[config.mk]
export PLATFORM = sky130hd
export DESIGN_NAME = pc_fetch_unit
export DESIGN_NICKNAME = d
export VERILOG_FILES = /design/src/rtl/pc_fetch_unit_pkg.sv /design/src/rtl/pc_fetch_unit_stage_reg.sv /design/src/rtl/pc_fetch_unit.sv
export SDC_FILE = /design/constraint.sdc
export NUM_CORES = 1
export LEC_CHECK = 0
export BUFFER_PORTS_ARGS = -buffer_cell sky130_fd_sc_hd__clkbuf_2
export CELL_PAD_IN_SITES_DETAIL_PLACEMENT = 0
export CELL_PAD_IN_SITES_GLOBAL_PLACEMENT = 2
export CORE_MARGIN = 5
export CORE_UTILIZATION = 28
export CTS_BUF_LIST = sky130_fd_sc_hd__clkbuf_4 sky130_fd_sc_hd__clkbuf_8
export CTS_CLUSTER_DIAMETER = 40
export CTS_CLUSTER_SIZE = 25
export DETAILED_ROUTE_END_ITERATION = 8
export PLACE_DENSITY = 0.89
export SYNTH_ARGS = -nofsm -noshare
export SYNTH_HDL_FRONTEND = slang
export SYNTH_SLANG_ARGS = --single-unit
[constraint.sdc]
create_clock -name clk_i -period 2.2 [get_ports clk_i]
set_clock_uncertainty 0.1 [all_clocks]
set_input_delay 0.33 -clock clk_i [delete_from_list [all_inputs] [get_ports clk_i]]
set_output_delay 0.33 -clock clk_i [all_outputs]
set_load 0.005 [all_outputs]
[src/rtl/pc_fetch_unit_pkg.sv]
`default_nettype none
// ============================================================================
//  Module      : pc_fetch_unit_pkg
//  Description : Shared pipeline definitions for the PC fetch path:
//                next-PC select encoding, branch-class constant and PC
//                increment helpers.
//  Revision    : 1.0  initial release
// ============================================================================
package pc_fetch_unit_pkg;

    // Next-PC select encoding; bit 1 marks an execute-stage redirect.
    typedef enum logic [1:0] {
        PC_SRC_SEQ      = 2'b00,   // sequential fetch, pc_f + 4
        PC_SRC_PRED     = 2'b01,   // predictor target for the fetch PC
        PC_SRC_TARGET   = 2'b10,   // resolved target from execute
        PC_SRC_ROLLBACK = 2'b11    // fall-through of the execute PC
    } pc_src_e;

    // Branch class value meaning "not a branch or jump".
    localparam logic [1:0]  BRANCH_OP_NONE = 2'b00;

    // Instruction size in bytes.
    localparam logic [31:0] C_PC_STEP      = 32'd4;

    // 32-bit modulo PC increment (0xFFFF_FFFC wraps to 0).
    function automatic logic [31:0] pc_inc(input logic [31:0] pc);
        return pc + C_PC_STEP;
    endfunction

    // True when the select asks for an execute-stage redirect.
    function automatic logic is_redirect_src(input pc_src_e src);
        return (src == PC_SRC_TARGET) || (src == PC_SRC_ROLLBACK);
    endfunction

    // True when the branch class denotes a real branch or jump.
    function automatic logic is_branch_op(input logic [1:0] op);
        return op != BRANCH_OP_NONE;
    endfunction

endpackage
`default_nettype wire

[src/rtl/pc_fetch_unit_stage_reg.sv]
`default_nettype none
// ============================================================================
//  Module      : pc_stage_reg
//  Description : One pipeline PC register (pc, pc_plus4, valid) with
//                hold enable and flush. A flushed or reset stage becomes a
//                bubble with all PC fields zeroed.
//  Revision    : 1.0  initial release
// ============================================================================
module pc_stage_reg (
    input  logic        clk_i,
    input  logic        reset_i,
    input  logic        en_i,
    input  logic        flush_i,
    input  logic [31:0] pc_i,
    input  logic [31:0] pc_plus4_i,
    input  logic        valid_i,
    output logic [31:0] pc_o,
    output logic [31:0] pc_plus4_o,
    output logic        valid_o
);

    logic [31:0] r_pc;
    logic [31:0] r_pc_plus4;
    logic        r_valid;

    // Reset and flush both produce a zeroed bubble; flush beats the hold.
    always_ff @(posedge clk_i) begin
        if (reset_i || flush_i) begin
            r_pc       <= 32'd0;
            r_pc_plus4 <= 32'd0;
            r_valid    <= 1'b0;
        end else if (en_i) begin
            r_pc       <= pc_i;
            r_pc_plus4 <= pc_plus4_i;
            r_valid    <= valid_i;
        end
    end

    assign pc_o       = r_pc;
    assign pc_plus4_o = r_pc_plus4;
    assign valid_o    = r_valid;

endmodule
`default_nettype wire

[src/rtl/pc_fetch_unit.sv]
`default_nettype none
// ============================================================================
//  Module      : pc_fetch_unit
//  Description : Fetch-stage program counter with next-PC selection,
//                F->D and D->E PC pipeline registers, a registered
//                redirect indication and saturating branch/misprediction
//                statistics counters.
//  Revision    : 1.0  initial release
// ============================================================================
module pc_fetch_unit
    import pc_fetch_unit_pkg::*;
#(
    parameter logic [31:0] RESET_VECTOR = 32'h0000_0000,
    parameter int          CNT_WIDTH    = 16
) (
    input  logic                 clk_i,
    input  logic                 reset_i,
    input  logic                 stall_f_i,
    input  logic                 stall_d_i,
    input  logic                 stall_e_i,
    input  logic                 flush_d_i,
    input  logic                 flush_e_i,
    input  logic [1:0]           pc_src_i,
    input  logic [31:0]          pred_pc_target_f_i,
    input  logic [31:0]          pc_target_e_i,
    input  logic [1:0]           branch_op_e_i,
    input  logic                 cnt_clr_i,
    output logic [31:0]          pc_f_o,
    output logic [31:0]          pc_plus4_f_o,
    output logic [31:0]          pc_d_o,
    output logic [31:0]          pc_e_o,
    output logic [31:0]          pc_plus4_e_o,
    output logic                 valid_d_o,
    output logic                 valid_e_o,
    output logic                 redirect_o,
    output logic [CNT_WIDTH-1:0] branch_cnt_o,
    output logic [CNT_WIDTH-1:0] mispred_cnt_o
);

    localparam logic [CNT_WIDTH-1:0] C_CNT_MAX = '1;
    localparam logic [CNT_WIDTH-1:0] C_CNT_ONE = CNT_WIDTH'(1);

    // ------------------------------------------------------------------
    // Fetch PC and next-PC selection
    // ------------------------------------------------------------------
    pc_src_e     w_pc_src;
    logic [31:0] r_pc_f;
    logic [31:0] w_pc_plus4_f;
    logic [31:0] w_pc_e;
    logic [31:0] w_pc_plus4_e;
    logic        w_valid_d;
    logic        w_valid_e;
    logic [31:0] w_pc_d;
    logic [31:0] w_pc_plus4_d;
    logic [31:0] w_pc_next;
    logic [31:0] w_pc_seq_sel;
    logic [31:0] w_pc_f_din;
    logic        w_redirect;
    logic        w_pc_f_load;
    logic        r_redirect;

    assign w_pc_src     = pc_src_e'(pc_src_i);
    assign w_pc_plus4_f = pc_inc(r_pc_f);

    // Full next-PC mux over all four select encodings.
    always_comb begin
        w_pc_next = w_pc_plus4_f;
        case (w_pc_src)
            PC_SRC_SEQ:      w_pc_next = w_pc_plus4_f;
            PC_SRC_PRED:     w_pc_next = pred_pc_target_f_i;
            PC_SRC_TARGET:   w_pc_next = pc_target_e_i;
            PC_SRC_ROLLBACK: w_pc_next = pc_inc(w_pc_e);
            default:         w_pc_next = w_pc_plus4_f;
        endcase
    end

    // Fetch-only selection used when no redirect is accepted: the
    // redirect bit is ignored and only the sequential/predicted choice
    // remains.
    always_comb begin
        w_pc_seq_sel = w_pc_plus4_f;
        if (pc_src_i[0]) begin
            w_pc_seq_sel = pred_pc_target_f_i;
        end
    end

    // A redirect from execute is accepted only while execute is moving;
    // it overrides a fetch stall because the fetched path is wrong.
    assign w_redirect  = is_redirect_src(w_pc_src) && !stall_e_i;
    assign w_pc_f_load = w_redirect || !stall_f_i;
    assign w_pc_f_din  = w_redirect ? w_pc_next : w_pc_seq_sel;

    // Fetch PC register: reset vector, redirect, or gated sequential load.
    always_ff @(posedge clk_i) begin
        if (reset_i) begin
            r_pc_f <= RESET_VECTOR;
        end else if (w_pc_f_load) begin
            r_pc_f <= w_pc_f_din;
        end
    end

    // One-cycle pulse marking that a redirect was taken on the last edge.
    always_ff @(posedge clk_i) begin
        if (reset_i) begin
            r_redirect <= 1'b0;
        end else begin
            r_redirect <= w_redirect;
        end
    end

    // ------------------------------------------------------------------
    // Pipeline PC registers
    // ------------------------------------------------------------------
    pc_stage_reg u_stage_d (
        .clk_i      (clk_i),
        .reset_i    (reset_i),
        .en_i       (!stall_d_i),
        .flush_i    (flush_d_i),
        .pc_i       (r_pc_f),
        .pc_plus4_i (w_pc_plus4_f),
        .valid_i    (1'b1),
        .pc_o       (w_pc_d),
        .pc_plus4_o (w_pc_plus4_d),
        .valid_o    (w_valid_d)
    );

    pc_stage_reg u_stage_e (
        .clk_i      (clk_i),
        .reset_i    (reset_i),
        .en_i       (!stall_e_i),
        .flush_i    (flush_e_i),
        .pc_i       (w_pc_d),
        .pc_plus4_i (w_pc_plus4_d),
        .valid_i    (w_valid_d),
        .pc_o       (w_pc_e),
        .pc_plus4_o (w_pc_plus4_e),
        .valid_o    (w_valid_e)
    );

    // ------------------------------------------------------------------
    // Statistics counters
    // ------------------------------------------------------------------
    logic [CNT_WIDTH-1:0] r_branch_cnt;
    logic [CNT_WIDTH-1:0] r_mispred_cnt;
    logic                 w_branch_inc;
    logic                 w_mispred_inc;

    // Both events use the pre-edge valid_e, so a redirect that also
    // flushes execute is still counted.
    assign w_branch_inc  = w_valid_e && !stall_e_i && is_branch_op(branch_op_e_i);
    assign w_mispred_inc = w_valid_e && w_redirect;

    // Saturating counters; clear wins over a same-cycle increment.
    always_ff @(posedge clk_i) begin
        if (reset_i || cnt_clr_i) begin
            r_branch_cnt  <= '0;
            r_mispred_cnt <= '0;
        end else begin
            if (w_branch_inc && (r_branch_cnt != C_CNT_MAX)) begin
                r_branch_cnt <= r_branch_cnt + C_CNT_ONE;
            end
            if (w_mispred_inc && (r_mispred_cnt != C_CNT_MAX)) begin
                r_mispred_cnt <= r_mispred_cnt + C_CNT_ONE;
            end
        end
    end

    // ------------------------------------------------------------------
    // Outputs
    // ------------------------------------------------------------------
    assign pc_f_o        = r_pc_f;
    assign pc_plus4_f_o  = w_pc_plus4_f;
    assign pc_d_o        = w_pc_d;
    assign pc_e_o        = w_pc_e;
    assign pc_plus4_e_o  = w_pc_plus4_e;
    assign valid_d_o     = w_valid_d;
    assign valid_e_o     = w_valid_e;
    assign redirect_o    = r_redirect;
    assign branch_cnt_o  = r_branch_cnt;
    assign mispred_cnt_o = r_mispred_cnt;

endmodule
`default_nettype wire

; ---- Word level (Yosys, flattened, before mapping)
; Cells that the tools add are included.
[classes]
add_sub_neg = 4
multipliers = 0
div_mod_pow = 0
n_lt_le_gt_ge = 0
eq_ne = 5
shifts = 0
mux = 3
n_bitwise = 0
n_reduce_logical = 15
[op_table]
columns = operator, n
row1 = 32-bit case mux with 4 select lines, 1
row2 = "32-bit by 3-bit adder with 32-bit output, second input constant", 2
row3 = 32-bit two-way mux, 2
row4 = "16-bit by 1-bit adder with 16-bit output, second input constant", 2
row5 = "16-bit inequality test, second input constant", 2
row6 = 1-bit logical AND, 6
row7 = 1-bit logical OR, 5
row8 = "2-bit == test, second input constant", 2
row9 = "2-bit by 1-bit == test with 1-bit output, second input constant", 1
row10 = 1-bit logical NOT, 2
row11 = 2-bit logical NOT, 1
row12 = 2-bit nonzero test, 1
[word_totals]
regBits = 195
latchBits = 0
mem_bits_rw = 0
romBits = 0
input_bits = 76
elab_cells = 37
memories = 0

; ---- Depth between registers and ports, before layout
; Gate-level depths: netlist of the first run.
[depth]
ltp_word = 5
mapped_depth = 7

; ---- By module
; From an unflattened synthesis of the first run, not the netlist that was laid out.
[hier_totals]
cells_unflattened = 1109
hier_area_um2 = 9795.6
[by_module_without_submodules]
columns = mod, n_inst, cells_each, area_each_um2, seq_area_each_um2
row1 = pc_fetch_unit, 1, 689, 5118.7, 1301.2
row2 = pc_stage_reg, 2, 210, 2338.5, 1301.2

; ---- Least setup slack after synthesis of the first run
; No wires, ideal clock.
[synth_path]
path_kind = register -> output
startpoint = register r_pc_f[2], in the netlist pc_f_o[2]
endpoint = output port pc_plus4_f_o[28]
t_arrival_ns = 2.001
required_ns = 1.770
setup_slack_ns = -0.231
stages_incl_launch_ff = 7
n_path_buf = 1
path_cell_list = dfxtp_1 > ha_1 > nand3_1 > or3_1 > clkbuf_1 > o31a_1 > or2_2
[synth_between]
elab_chain_len = 1
[synth_rtl]
columns = element, line_no
row1 = start: declaration, pc_fetch_unit.sv:47  ; logic [31:0] r_pc_f;
row2 = start signal: assignment, pc_fetch_unit.sv:98  ; r_pc_f <= w_pc_f_din;
row3 = 32-bit by 3-bit adder with 32-bit output, pc_fetch_unit_pkg.sv:27  ; return pc + C_PC_STEP;
row4 = end: declaration, pc_fetch_unit.sv:29  ; output logic [31:0] pc_plus4_f_o,
; No other way between the ends.

; ---- Worst setup path in the final report of the first run
[layout_path]
startpoint = register r_pc_f[3], in the netlist pc_f_o[3]
endpoint = output port pc_plus4_f_o[26]
; The elaborated chain is that of the path after synthesis.

==> results by group, run 1 <==
Outcome
  – Result of the run: finished with violations
  – Violations in the final reports: negative setup slack

Finish
  – Number of nets in the finished design: 1576
  – Synth-to-layout area growth: 44.1%
  – Layout cells sized above 1: 38.1%
  – Final std cell area, no fill: 13600 um^2

Drt
  – Drt via density: 5.13
  – WL final: 40400 um
  – DRC: 0
  – Initial DRC Count: 702
  – Average wire per standard cell: 20.7 um
  – Detail Route Antenna Nets: 0
  – Vias: 10046
  – Iteration count of the initial detailed-routing pass: 6

Critical path
  – Critical register-to-register path startpoint: pc_f_o[3]$_SDFFE_PP0P_
  – Highest net fanout along the worst path: 7
  – Cell depth of the worst flop-to-flop path: 12
  – Startpoint types: flip-flop
  – Flop2flop setup slack: -0.15 ns
  – WP data required: 1.77 ns
  – Endpoint of the most critical register-to-register path: pc_f_o[16]$_SDFFE_PP0P_
  – Worst Setup Path Type: flip-flop to output port
  – Data arrival at the endpoint of the critical path: 2.27 ns
  – Kind of end point of the critical path: output port

CTS
  – Count of H-tree levels built during CTS: 4
  – Source-to-sink clock delay at the later pin of the worst-skew pair: 0.49 ns
  – Sink Count: 191
  – Longest Clk Path Bufs: 2
  – Post-CTS clock slew at the launch and capture registers of the worst setup and hold paths: 0.12 ns
  – Clock tree from TritonCTS: done
  – Number of buffers inserted during clock tree synthesis: 17
  – Clock tree root buffer cell: sky130_fd_sc_hd__clkbuf_8

Timing
  – Slew at the pin closest to its max-slew limit: 0.796 ns
  – Final worst path period share: 123%
  – Final hold viol count: 0
  – Slew headroom: 47.0%
  – Post-layout minimum cycle time: 2.70 ns
  – Setup violation total in the final timing report: 28
  – Final Slew Violations: 0
  – Unrepaired setup endpoints after global routing: yes
  – Final WS setup: -0.501 ns
  – Fmax achieved: 0.370 GHz

Logic synthesis
  – Portion of synthesized cell area occupied by the leading cell type: 40.6%
  – Post-Syn Area: 9420 um^2
  – Commonest register cell after synthesis: sky130_fd_sc_hd__dfxtp_1
  – Cell taking the most area after synthesis: sky130_fd_sc_hd__dfxtp_1
  – Post-Synthesis Cells: 1094
  – EDFF count, synth: 0
  – Count of synthesis-stage warnings from yosys: 0
  – Synth Register Bits: 191
  – Total nets after synthesis: 1174
  – Top cells by instance count after synthesis: sky130_fd_sc_hd__dfxtp_1, sky130_fd_sc_hd__nor2_1, sky130_fd_sc_hd__mux2i_1
  – Part of the Yosys area used for sequential elements: 40.6%
  – Most frequent cell after synthesis: sky130_fd_sc_hd__dfxtp_1
  – Netlist cell types: 69
  – Fraction of registers with async set/reset: 0%
  – Synthesized area divided by synthesized cell count: 8.61 um^2
  – Largest cells by area after synthesis: sky130_fd_sc_hd__dfxtp_1, sky130_fd_sc_hd__mux2i_1, sky130_fd_sc_hd__nor2_1

Place
  – Routability Congestion: 0.929
  – Worst slack, placed: -0.0576 ns
  – Port Buffer Count: 270
  – DP HPWL: 30300 um
  – Total placed instance area: 12200 um^2

Floorplanning
  – Top-level I/O count: 271
  – Floorplan Core Area: 33400 um^2
  – Total number of placement rows: 67
  – Effective utilization at floorplan: 28.2%
  – Width of the die: 193 um
  – Die Y-Extent: 193 um
  – Die Outline Area: 37400 um^2

Global route
  – Antenna violations before repair: 4
  – First-pass GRT wire length: 61100 um
  – Via count of the first global-routing pass: 9988
  – Total track usage: 20.7%
  – Maximum number of pins on one net before global-route repair: 64
  – Residual overflow from global routing: 0

Power
  – Worst supply voltage drop on vdd: 0.000425 V
  – Leakage: 6.18 nW
  – Power density over the cells: 540 nW/um^2

Min path
  – Worst min path class: input port to flip-flop
  – WHS Path Cells: 3
  – Worst Hold Path EP: pc_f_o[26]$_SDFFE_PP0P_
  – Critical hold path startpoint: pc_target_e_i[26]

Job
  – Max-capacitance violation count: 0
-- cell type report --
type                            count  area, um^2
Antenna cell                        1        2.50
Clock buffer                       18         248
Clock inverter                     14         166
Fill cell                        3443       19800
Inverter                           17        63.8
Multi-Input combinational cell    809        5690
Sequential cell                   191        3850
Tap cell                          448         561
Timing Repair Buffer              460        3000
-- per-stage QoR --
stage | power (W) | hold slack [ns] | cells | setup TNS (ns) | utilization, %
floorplan | 0.00417 | 0.340 | 1094 | -0.0108 | -
global placement | 0.00472 | 0.348 | 1879 | -0.112 | 36.5
detailed placement | 0.00473 | 0.354 | 1879 | -0.181 | 36.5
CTS | 0.00737 | 0.00969 | 1948 | -8.44 | 39.9
global route | 0.00763 | 0.0401 | 1958 | -10.96 | 40.7
finish | 0.00733 | 0.0619 | 1958 | -7.97 | 40.7
-- power breakdown --
| part | internal, W | total [W] | switching [W] |
|---|---|---|---|
| logic | 0.000529 | 0.00118 | 0.000654 |
| clock network | 0.00108 | 0.00254 | 0.00146 |
| registers | 0.00354 | 0.00360 | 0.0000682 |
-- layout by cell type, fill, tap and decap left out, types with 7 or more instances in the layout --
| master | n |
|---|---|
| sky130_fd_sc_hd__dfxtp_1 | 177 |
| sky130_fd_sc_hd__inv_1 | 15 |
| sky130_fd_sc_hd__buf_4 | 159 |
| sky130_fd_sc_hd__buf_6 | 25 |
| sky130_fd_sc_hd__buf_2 | 10 |
| sky130_fd_sc_hd__a31oi_1 | 11 |
| sky130_fd_sc_hd__nand3_1 | 26 |
| sky130_fd_sc_hd__a22oi_1 | 8 |
| sky130_fd_sc_hd__o211ai_1 | 13 |
| sky130_fd_sc_hd__nor4_4 | 7 |
| sky130_fd_sc_hd__nand2b_1 | 14 |
| sky130_fd_sc_hd__dfxtp_2 | 12 |
| sky130_fd_sc_hd__clkbuf_2 | 253 |
| sky130_fd_sc_hd__o21ai_0 | 46 |
| sky130_fd_sc_hd__and2_1 | 8 |
| sky130_fd_sc_hd__clkbuf_8 | 18 |
| sky130_fd_sc_hd__a211oi_1 | 13 |
| sky130_fd_sc_hd__mux2i_1 | 109 |
| sky130_fd_sc_hd__or3_1 | 11 |
| sky130_fd_sc_hd__o31a_1 | 7 |
| sky130_fd_sc_hd__xnor2_1 | 13 |
| sky130_fd_sc_hd__nand2_1 | 61 |
| sky130_fd_sc_hd__and4_1 | 12 |
| sky130_fd_sc_hd__xor2_1 | 25 |
| sky130_fd_sc_hd__nor3_4 | 8 |
| sky130_fd_sc_hd__and3_1 | 20 |
| sky130_fd_sc_hd__nor3_1 | 16 |
| sky130_fd_sc_hd__buf_12 | 7 |
| sky130_fd_sc_hd__nand4_1 | 17 |
| sky130_fd_sc_hd__a21oi_1 | 53 |
| sky130_fd_sc_hd__nor2_1 | 169 |
-- registers in the layout, indices dropped and copies added (netlist names) --
register              count
redirect_o                1
u_stage_e.valid_o         1
u_stage_d.pc_o           30
pc_f_o                   32
u_stage_d.pc_plus4_o     32
branch_cnt_o             16
u_stage_e.pc_o           30
mispred_cnt_o            16
u_stage_d.valid_o         1
u_stage_e.pc_plus4_o     32
-- worst max-delay path: stages, from the launching register on --
cell	delay, ns
sky130_fd_sc_hd__dfxtp_4	0.40
sky130_fd_sc_hd__ha_4	0.15
sky130_fd_sc_hd__nand3_4	0.07
sky130_fd_sc_hd__or3_4	0.35
sky130_fd_sc_hd__buf_12	0.16
sky130_fd_sc_hd__o31a_1	0.30
sky130_fd_sc_hd__or2_4	0.24
sky130_fd_sc_hd__buf_6	0.11
-- worst max-delay path by stage --
| stage | startpoint | endpoint | slack, ns | depth (start not counted) |
|---|---|---|---|---|
| after floorplan | pc_f_o[2]$_SDFFE_PP0P_ | pc_plus4_f_o[28] | -0.01 | 6 |
| final | pc_f_o[3]$_SDFFE_PP0P_ | pc_plus4_f_o[26] | -0.50 | 7 |
| after global placement | pc_f_o[2]$_SDFFE_PP0P_ | pc_plus4_f_o[28] | -0.06 | 7 |
| after CTS | pc_f_o[3]$_SDFFE_PP0P_ | pc_plus4_f_o[28] | -0.50 | 7 |
| after global routing | pc_f_o[3]$_SDFFE_PP0P_ | pc_plus4_f_o[28] | -0.59 | 7 |
| after detailed placement | pc_f_o[2]$_SDFFE_PP0P_ | pc_plus4_f_o[28] | -0.06 | 7 |
-- timing repair --
action / in CTS / in global routing
pin swaps: 34 / 22
setup endpoints to repair: 27 / 34
hold endpoints to repair: 6 / 0
buffers inserted: 33 / 15
gates resized for setup: 88 / 53
hold buffers: 5 / 0
gates cloned: 0 / 0
-- metal layers --
layer / track usage [%] / share of wire [%] / vias to the layer above
li1: - / - / 4746
met1: 27.0 / 43 / 4824
met2: 33.9 / 47 / 420
met3: 4.82 / 7.2 / 52
met4: 6.92 / 2.8 / 4
met5: 0 / 0.067 / -
-- cell families after synthesis --
family                   after synthesis  share of synthesized area, %
multiplexers                         110                          11.7
XOR/XNOR                              52                          4.84
AND/OR/NAND/NOR                      420                          22.2
flip-flops                           191                          40.6
buffers and inverters                 94                          4.15
AO/OA/AOI/OAI                        223                          15.9
adder cells (fa/ha/maj)                4                         0.532
Note: power is estimated with default switching activity, not from simulation.
==> run 2: changes to the inputs <==
- CORE_UTILIZATION: 28 -> 27
- CTS_BUF_LIST: sky130_fd_sc_hd__clkbuf_4 sky130_fd_sc_hd__clkbuf_8 -> default
- PLACE_DENSITY: 0.89 -> 0.87
==> run 2 against run 1 <==
The flow still finishes with violations (negative setup slack). Flip-flop and latch count is the same. Die area grew 3.5%. Combinational power barely moved. Non-clock buffer count is 11 lower. Sequential share of layout area down 0.48 points. Via count grew 0.39%. Critical endpoint is now pc_plus4_f_o[29]. Register-to-register slack worse by 0.09 ns.
==> results by group, run 2 (synthesis gave the netlist of run 1 again) <==
Outcome
  – Result of the run: finished with violations
  – Violations in the final reports: negative setup slack

Drt
  – Detail Route Antenna Nets: 0
  – WL final: 40600 um
  – Drt via density: 5.16
  – DRC: 0
  – Average wire per standard cell: 20.8 um
  – Initial DRC Count: 885
  – Iteration count of the initial detailed-routing pass: 6
  – Vias: 10085

Critical path
  – Kind of end point of the critical path: output port
  – Slowest cell on the critical path: sky130_fd_sc_hd__or3_4
  – WP data required: 1.77 ns
  – Worst Setup Path Type: flip-flop to output port
  – Delay of the slowest cell on the worst path: 0.45 ns
  – Highest net fanout along the worst path: 4
  – Top delay family on crit path: simple AND/OR/NAND/NOR gates
  – Count of buffering cells on the critical path with inverters included: 2
  – Critical register-to-register path startpoint: pc_f_o[9]$_SDFFE_PP0P_
  – Data arrival at the endpoint of the critical path: 2.20 ns
  – Cell depth of the worst flop-to-flop path: 12
  – Flop2flop setup slack: -0.24 ns
  – Startpoint types: flip-flop
  – CP Cell Sequence: nand4_4 > or3_4 > buf_6 > o31a_1 > or2_4 > clkbuf_2
  – Endpoint of the most critical register-to-register path: pc_f_o[16]$_SDFFE_PP0P_

Global route
  – Total track usage: 20.3%
  – Via count of the first global-routing pass: 9856
  – First-pass GRT wire length: 60400 um
  – Residual overflow from global routing: 0
  – Antenna violations before repair: 5
  – Maximum number of pins on one net before global-route repair: 64

Timing
  – Slew headroom: 47.3%
  – Post-layout minimum cycle time: 2.63 ns
  – Fmax achieved: 0.380 GHz
  – Unrepaired setup endpoints after global routing: yes
  – Worst slack on hold paths: 0.0600 ns
  – Final hold viol count: 0
  – Final worst path period share: 120%
  – Final Slew Violations: 0
  – Setup violation total in the final timing report: 26
  – Setup TNS Final: -7.27 ns
  – Slew at the pin closest to its max-slew limit: 0.790 ns
  – Final WS setup: -0.432 ns

Place
  – Port Buffer Count: 270
  – Worst slack, placed: -0.0614 ns
  – Instance count after placement with tap cells included: 1880
  – Routability Congestion: 0.892
  – DP HPWL: 30300 um

Floorplanning
  – Total number of placement rows: 68
  – Floorplan Core Area: 34500 um^2
  – Width of the die: 197 um
  – Die Y-Extent: 197 um
  – Effective utilization at floorplan: 27.3%
  – Top-level I/O count: 271
  – Die Outline Area: 38700 um^2

Power
  – Part of the power in the clock network: 40.7%
  – Worst supply voltage drop on vdd: 0.000569 V
  – Fraction of power spent switching nets: 28.1%
  – Net switching power: 0.00226 W
  – Power density over the cells: 581 nW/um^2
  – Leakage: 6.20 nW
  – Fraction of power consumed by combinational cells: 14.5%
  – Sequential share of power: 44.8%
  – Cell internal pwr: 0.00578 W
  – Total power of the final layout: 0.00803 W

CTS
  – Count of H-tree levels built during CTS: 4
  – Post-CTS Hold Buffers: 0
  – Number of buffers inserted during clock tree synthesis: 17
  – Post-CTS clock slew at the launch and capture registers of the worst setup and hold paths: 0.07 ns
  – Clock tree from TritonCTS: done
  – Longest Clk Path Bufs: 2
  – Clock tree root buffer cell: sky130_fd_sc_hd__clkbuf_16
  – Source-to-sink clock delay at the later pin of the worst-skew pair: 0.46 ns
  – Sink Count: 191

Finish
  – Leading cell type in the layout, fill and taps excluded: sky130_fd_sc_hd__clkbuf_2
  – Layout cells sized above 1: 38.3%
  – Commonest non-fill, non-tap cells in the layout: sky130_fd_sc_hd__clkbuf_2, sky130_fd_sc_hd__dfxtp_1, sky130_fd_sc_hd__nor2_1
  – Final cell count without fillers: 1956
  – Number of nets in the finished design: 1565
  – Synth-to-layout area growth: 46.8%

Min path
  – Critical hold path startpoint: pred_pc_target_f_i[1]
  – Worst Hold Path EP: pc_f_o[1]$_SDFFE_PP0P_
  – WHS Path Cells: 3
  – Worst min path class: input port to flip-flop

Job
  – Max-capacitance violation count: 0
run 2: changes by cell type in the layout (fill, tap and decap cells not counted), moves of 3 or more:
cell                            previous run  this run
sky130_fd_sc_hd__dfxtp_2                  12         9
sky130_fd_sc_hd__dlygate4sd3_1             5         0
sky130_fd_sc_hd__clkbuf_8                 18         2
sky130_fd_sc_hd__clkinvlp_4                0         4
sky130_fd_sc_hd__buf_4                   159       148
sky130_fd_sc_hd__buf_6                    25        30
sky130_fd_sc_hd__clkbuf_16                 0        17
run 2: metal layers:
| metal | vias to the layer above | part of all wire, % | global-route usage, % | routed length, um |
|---|---|---|---|---|
| li1 | 4725 | - | - | - |
| met1 | 4866 | 43 | 27.0 | 17500 |
| met2 | 425 | 46 | 32.6 | 18700 |
| met3 | 63 | 7.9 | 4.92 | 3230 |
| met4 | 6 | 2.8 | 6.32 | 1140 |
| met5 | - | 0.11 | 0 | 43 |
run 2: cell type report:
class / count / area, um^2
clock buffers: 19 / 443
diodes: 3 / 7.51
inverters: 17 / 63.8
repair buffers: 449 / 2950
multi-input cells: 809 / 5780
fillers: 3531 / 20600
well taps: 455 / 569
clock inverters: 13 / 150
flip-flops and latches: 191 / 3850
run 2: worst max path at each step:
stage	end	startpoint	cells after the start
floorplan	pc_plus4_f_o[28]	pc_f_o[2]$_SDFFE_PP0P_	6
global placement	pc_plus4_f_o[25]	pc_f_o[12]$_SDFFE_PP0P_	7
detailed placement	pc_plus4_f_o[25]	pc_f_o[4]$_SDFFE_PP0P_	7
CTS	pc_plus4_f_o[28]	pc_f_o[2]$_SDFFE_PP0P_	7
global route	pc_plus4_f_o[30]	pc_f_o[2]$_SDFFE_PP0P_	8
finish	pc_plus4_f_o[29]	pc_f_o[2]$_SDFFE_PP0P_	6
run 2: repair_timing:
action	4_1_cts	5_1_grt
cloned	1	0
gates resized for setup	101	56
setup endpoints to repair	26	37
pin swaps	35	35
buffers inserted	27	19
run 2: stage by stage:
stage / instance area, um^2 / util [%]
3_3_place_gp: 12100 / 35.2
6_report: 13800 / 40.1
3_5_place_dp: 12100 / 35.2
5_1_grt: 13800 / 40.1
4_1_cts: 13500 / 39.1
2_1_floorplan: 9450 / -
run 2: worst register-to-register path, cell delays in order (launching register included):
cell,delay [ns]
sky130_fd_sc_hd__dfxtp_2,0.37
sky130_fd_sc_hd__nand4_4,0.14
sky130_fd_sc_hd__buf_4,0.16
sky130_fd_sc_hd__buf_6,0.10
sky130_fd_sc_hd__buf_6,0.10
sky130_fd_sc_hd__buf_6,0.13
sky130_fd_sc_hd__nor4_4,0.29
sky130_fd_sc_hd__xor2_1,0.10
sky130_fd_sc_hd__buf_4,0.16
sky130_fd_sc_hd__buf_4,0.13
sky130_fd_sc_hd__buf_6,0.11
sky130_fd_sc_hd__a222oi_1,0.32
sky130_fd_sc_hd__a21oi_1,0.11
run 2: power groups by stage:
stage          registers (W)  logic [W]  clock network [W]
3_3_place_gp         0.00367    0.00104                  0
2_1_floorplan        0.00370   0.000472                  0
6_report             0.00360    0.00117            0.00327
4_1_cts              0.00360    0.00112            0.00335
5_1_grt              0.00361    0.00124            0.00347
3_5_place_dp         0.00368    0.00104                  0
==> run 3: changes to the inputs <==
- ABC_CLOCK_PERIOD_IN_PS: default -> 2200
- PLACE_DENSITY: 0.87 -> default
- PLACE_DENSITY_LB_ADDON: default -> 0.1
==> run 3 against run 2 <==
The flow still finishes with violations (negative setup slack). Clock-buffer cell count shrank 1. Critical path depth grew 1. Critical path type unchanged. Sequential share of layout area is essentially flat. Wire length grew 0.55%. Critical endpoint is now pc_plus4_f_o[28]. Sequential power is essentially flat. Final cell count grew 1.1%.
==> results by group, run 3 (synthesis gave the netlist of run 1 again) <==
Timing
  – Final worst path period share: 118%
  – Post-layout minimum cycle time: 2.59 ns
  – Unrepaired setup endpoints after global routing: yes
  – Slew at the pin closest to its max-slew limit: 0.668 ns
  – Worst slack on hold paths: 0.0366 ns
  – Final WS setup: -0.394 ns
  – Setup violation total in the final timing report: 28
  – Fmax achieved: 0.386 GHz
  – Slew headroom: 55.5%
  – Final Slew Violations: 0
  – Final hold viol count: 0

Finish
  – Final std cell area, no fill: 13800 um^2
  – Leading cell type in the layout, fill and taps excluded: sky130_fd_sc_hd__clkbuf_2
  – Synth-to-layout area growth: 46.8%
  – Number of nets in the finished design: 1589
  – Fraction of the core area covered by cells at the end of the flow: 40.1%
  – Number of fillers in the final layout: 3617
  – Commonest non-fill, non-tap cells in the layout: sky130_fd_sc_hd__clkbuf_2, sky130_fd_sc_hd__buf_4, sky130_fd_sc_hd__dfxtp_1
  – Layout cells sized above 1: 39.0%

Power
  – Part of the power in the clock network: 38.6%
  – Net switching power: 0.00225 W
  – Cell internal pwr: 0.00558 W
  – Leakage: 6.30 nW
  – Fraction of power consumed by combinational cells: 15.5%
  – Worst supply voltage drop on vdd: 0.000556 V
  – Sequential share of power: 45.9%
  – Power density over the cells: 566 nW/um^2
  – Fraction of power spent switching nets: 28.8%

Drt
  – Vias: 9826
  – DRC: 0
  – Average wire per standard cell: 20.6 um
  – WL final: 40800 um
  – Iteration count of the initial detailed-routing pass: 5
  – Drt via density: 4.97
  – Detail Route Antenna Nets: 0
  – Initial DRC Count: 490

CTS
  – Clock tree from TritonCTS: done
  – Source-to-sink clock delay at the later pin of the worst-skew pair: 0.45 ns
  – Number of buffers inserted during clock tree synthesis: 17
  – Clock tree root buffer cell: sky130_fd_sc_hd__clkbuf_16
  – Post-CTS clock slew at the launch and capture registers of the worst setup and hold paths: 0.08 ns
  – Sink Count: 191
  – Post-CTS Hold Buffers: 0
  – Longest Clk Path Bufs: 2
  – Count of H-tree levels built during CTS: 4

Global route
  – First-pass GRT wire length: 60600 um
  – Antenna violations before repair: 1
  – Maximum number of pins on one net before global-route repair: 64
  – Residual overflow from global routing: 0
  – Total track usage: 20.4%
  – Via count of the first global-routing pass: 9576

Min path
  – Worst Hold Path EP: pc_f_o[31]$_SDFFE_PP0P_
  – WHS Path Cells: 3
  – Critical hold path startpoint: pred_pc_target_f_i[31]
  – Worst min path class: input port to flip-flop

Critical path
  – Cell depth of the worst flop-to-flop path: 13
  – WP data required: 1.77 ns
  – Top delay family on crit path: simple AND/OR/NAND/NOR gates
  – Delay of the slowest cell on the worst path: 0.37 ns
  – Data arrival at the endpoint of the critical path: 2.16 ns
  – Kind of end point of the critical path: output port
  – Slowest cell on the critical path: sky130_fd_sc_hd__dfxtp_4
  – Critical register-to-register path startpoint: pc_f_o[2]$_SDFFE_PP0P_
  – Count of buffering cells on the critical path with inverters included: 2
  – Highest net fanout along the worst path: 8
  – Worst Setup Path Type: flip-flop to output port
  – Endpoint of the most critical register-to-register path: pc_f_o[8]$_SDFFE_PP0P_
  – Startpoint types: flip-flop
  – CP Cell Sequence: ha_4 > nand3_4 > or3_1 > buf_6 > o31a_1 > or2_4 > clkbuf_2
  – Flop2flop setup slack: -0.08 ns

Floorplanning
  – Width of the die: 197 um
  – Floorplan Core Area: 34500 um^2
  – Total number of placement rows: 68
  – Die Outline Area: 38700 um^2
  – Effective utilization at floorplan: 27.3%
  – Die Y-Extent: 197 um
  – Top-level I/O count: 271

Place
  – Port Buffer Count: 270
  – DP HPWL: 31100 um
  – Total placed instance area: 12200 um^2
  – Routability Congestion: 0.846
  – Worst slack, placed: -0.0501 ns

Outcome
  – Violations in the final reports: negative setup slack
  – Result of the run: finished with violations

Job
  – Max-capacitance violation count: 0
## run 3: cell count changes in the layout (fill, tap and decap cells not counted), moves of 3 or more
cell / delta
sky130_fd_sc_hd__buf_6: -4
sky130_fd_sc_hd__buf_12: -3
sky130_fd_sc_hd__buf_4: +31
sky130_fd_sc_hd__buf_2: +3
sky130_fd_sc_hd__clkinv_4: +5
## run 3: power groups by stage
stage | Sequential [W] | Combinational, W | Clock (W)
2_1_floorplan | 0.00370 | 0.000472 | 0
3_3_place_gp | 0.00367 | 0.00107 | 0
3_5_place_dp | 0.00367 | 0.00107 | 0
4_1_cts | 0.00359 | 0.00116 | 0.00314
5_1_grt | 0.00361 | 0.00130 | 0.00324
6_report | 0.00359 | 0.00121 | 0.00302
## run 3: worst min-delay path: stages
cell                       delay [ns]
sky130_fd_sc_hd__clkbuf_2        0.08
sky130_fd_sc_hd__nand4_1         0.08
sky130_fd_sc_hd__o311ai_1        0.07
## run 3: metal layers
metal  vias to the layer above  share of wire (%)  track usage, %
li1                       4771                  -               -
met5                         -                  0               0
met2                       264                 45            31.3
met1                      4761                 49            29.6
met4                         0                1.7            5.32
met3                        30                5.0            3.71
## run 3: worst max-delay path by stage
stage / from / to / slack (ns) / cells past startpoint
after CTS: pc_f_o[2]$_SDFFE_PP0P_ / pc_plus4_f_o[14] / -0.41 / 8
after global placement: pc_f_o[2]$_SDFFE_PP0P_ / pc_plus4_f_o[26] / -0.02 / 7
after floorplan: pc_f_o[2]$_SDFFE_PP0P_ / pc_plus4_f_o[28] / -0.01 / 6
after global routing: pc_f_o[2]$_SDFFE_PP0P_ / pc_plus4_f_o[28] / -0.48 / 7
after detailed placement: pc_f_o[2]$_SDFFE_PP0P_ / pc_plus4_f_o[26] / -0.05 / 7
final: pc_f_o[2]$_SDFFE_PP0P_ / pc_plus4_f_o[28] / -0.39 / 7
## run 3: final cells by class
cell class / instances / area (um^2) / share of cell area, %
Multi-Input combinational cell: 809 / 5720 / 41.4
Sequential cell: 191 / 3850 / 27.9
Timing Repair Buffer: 473 / 3060 / 22.2
Tap cell: 455 / 569 / 4.12
Clock buffer: 18 / 439 / 3.18
Clock inverter: 13 / 110 / 0.796
Inverter: 17 / 63.8 / 0.462
Antenna cell: 1 / 2.50 / 0.0181
## run 3: timing repair
action                                  CTS  global route
resized for setup                        93            55
buffers inserted                         38            28
pin swaps                                34            28
endpoints found under the setup margin   26            33
## run 3: metrics by stage
step / std cells / TNS [ns] / power, W
floorplan: 1094 / -0.0108 / 0.00417
global placement: 1889 / -0.0363 / 0.00474
detailed placement: 1889 / -0.133 / 0.00474
CTS: 1958 / -6.41 / 0.00789
global route: 1977 / -8.51 / 0.00815
finish: 1977 / -5.91 / 0.00783
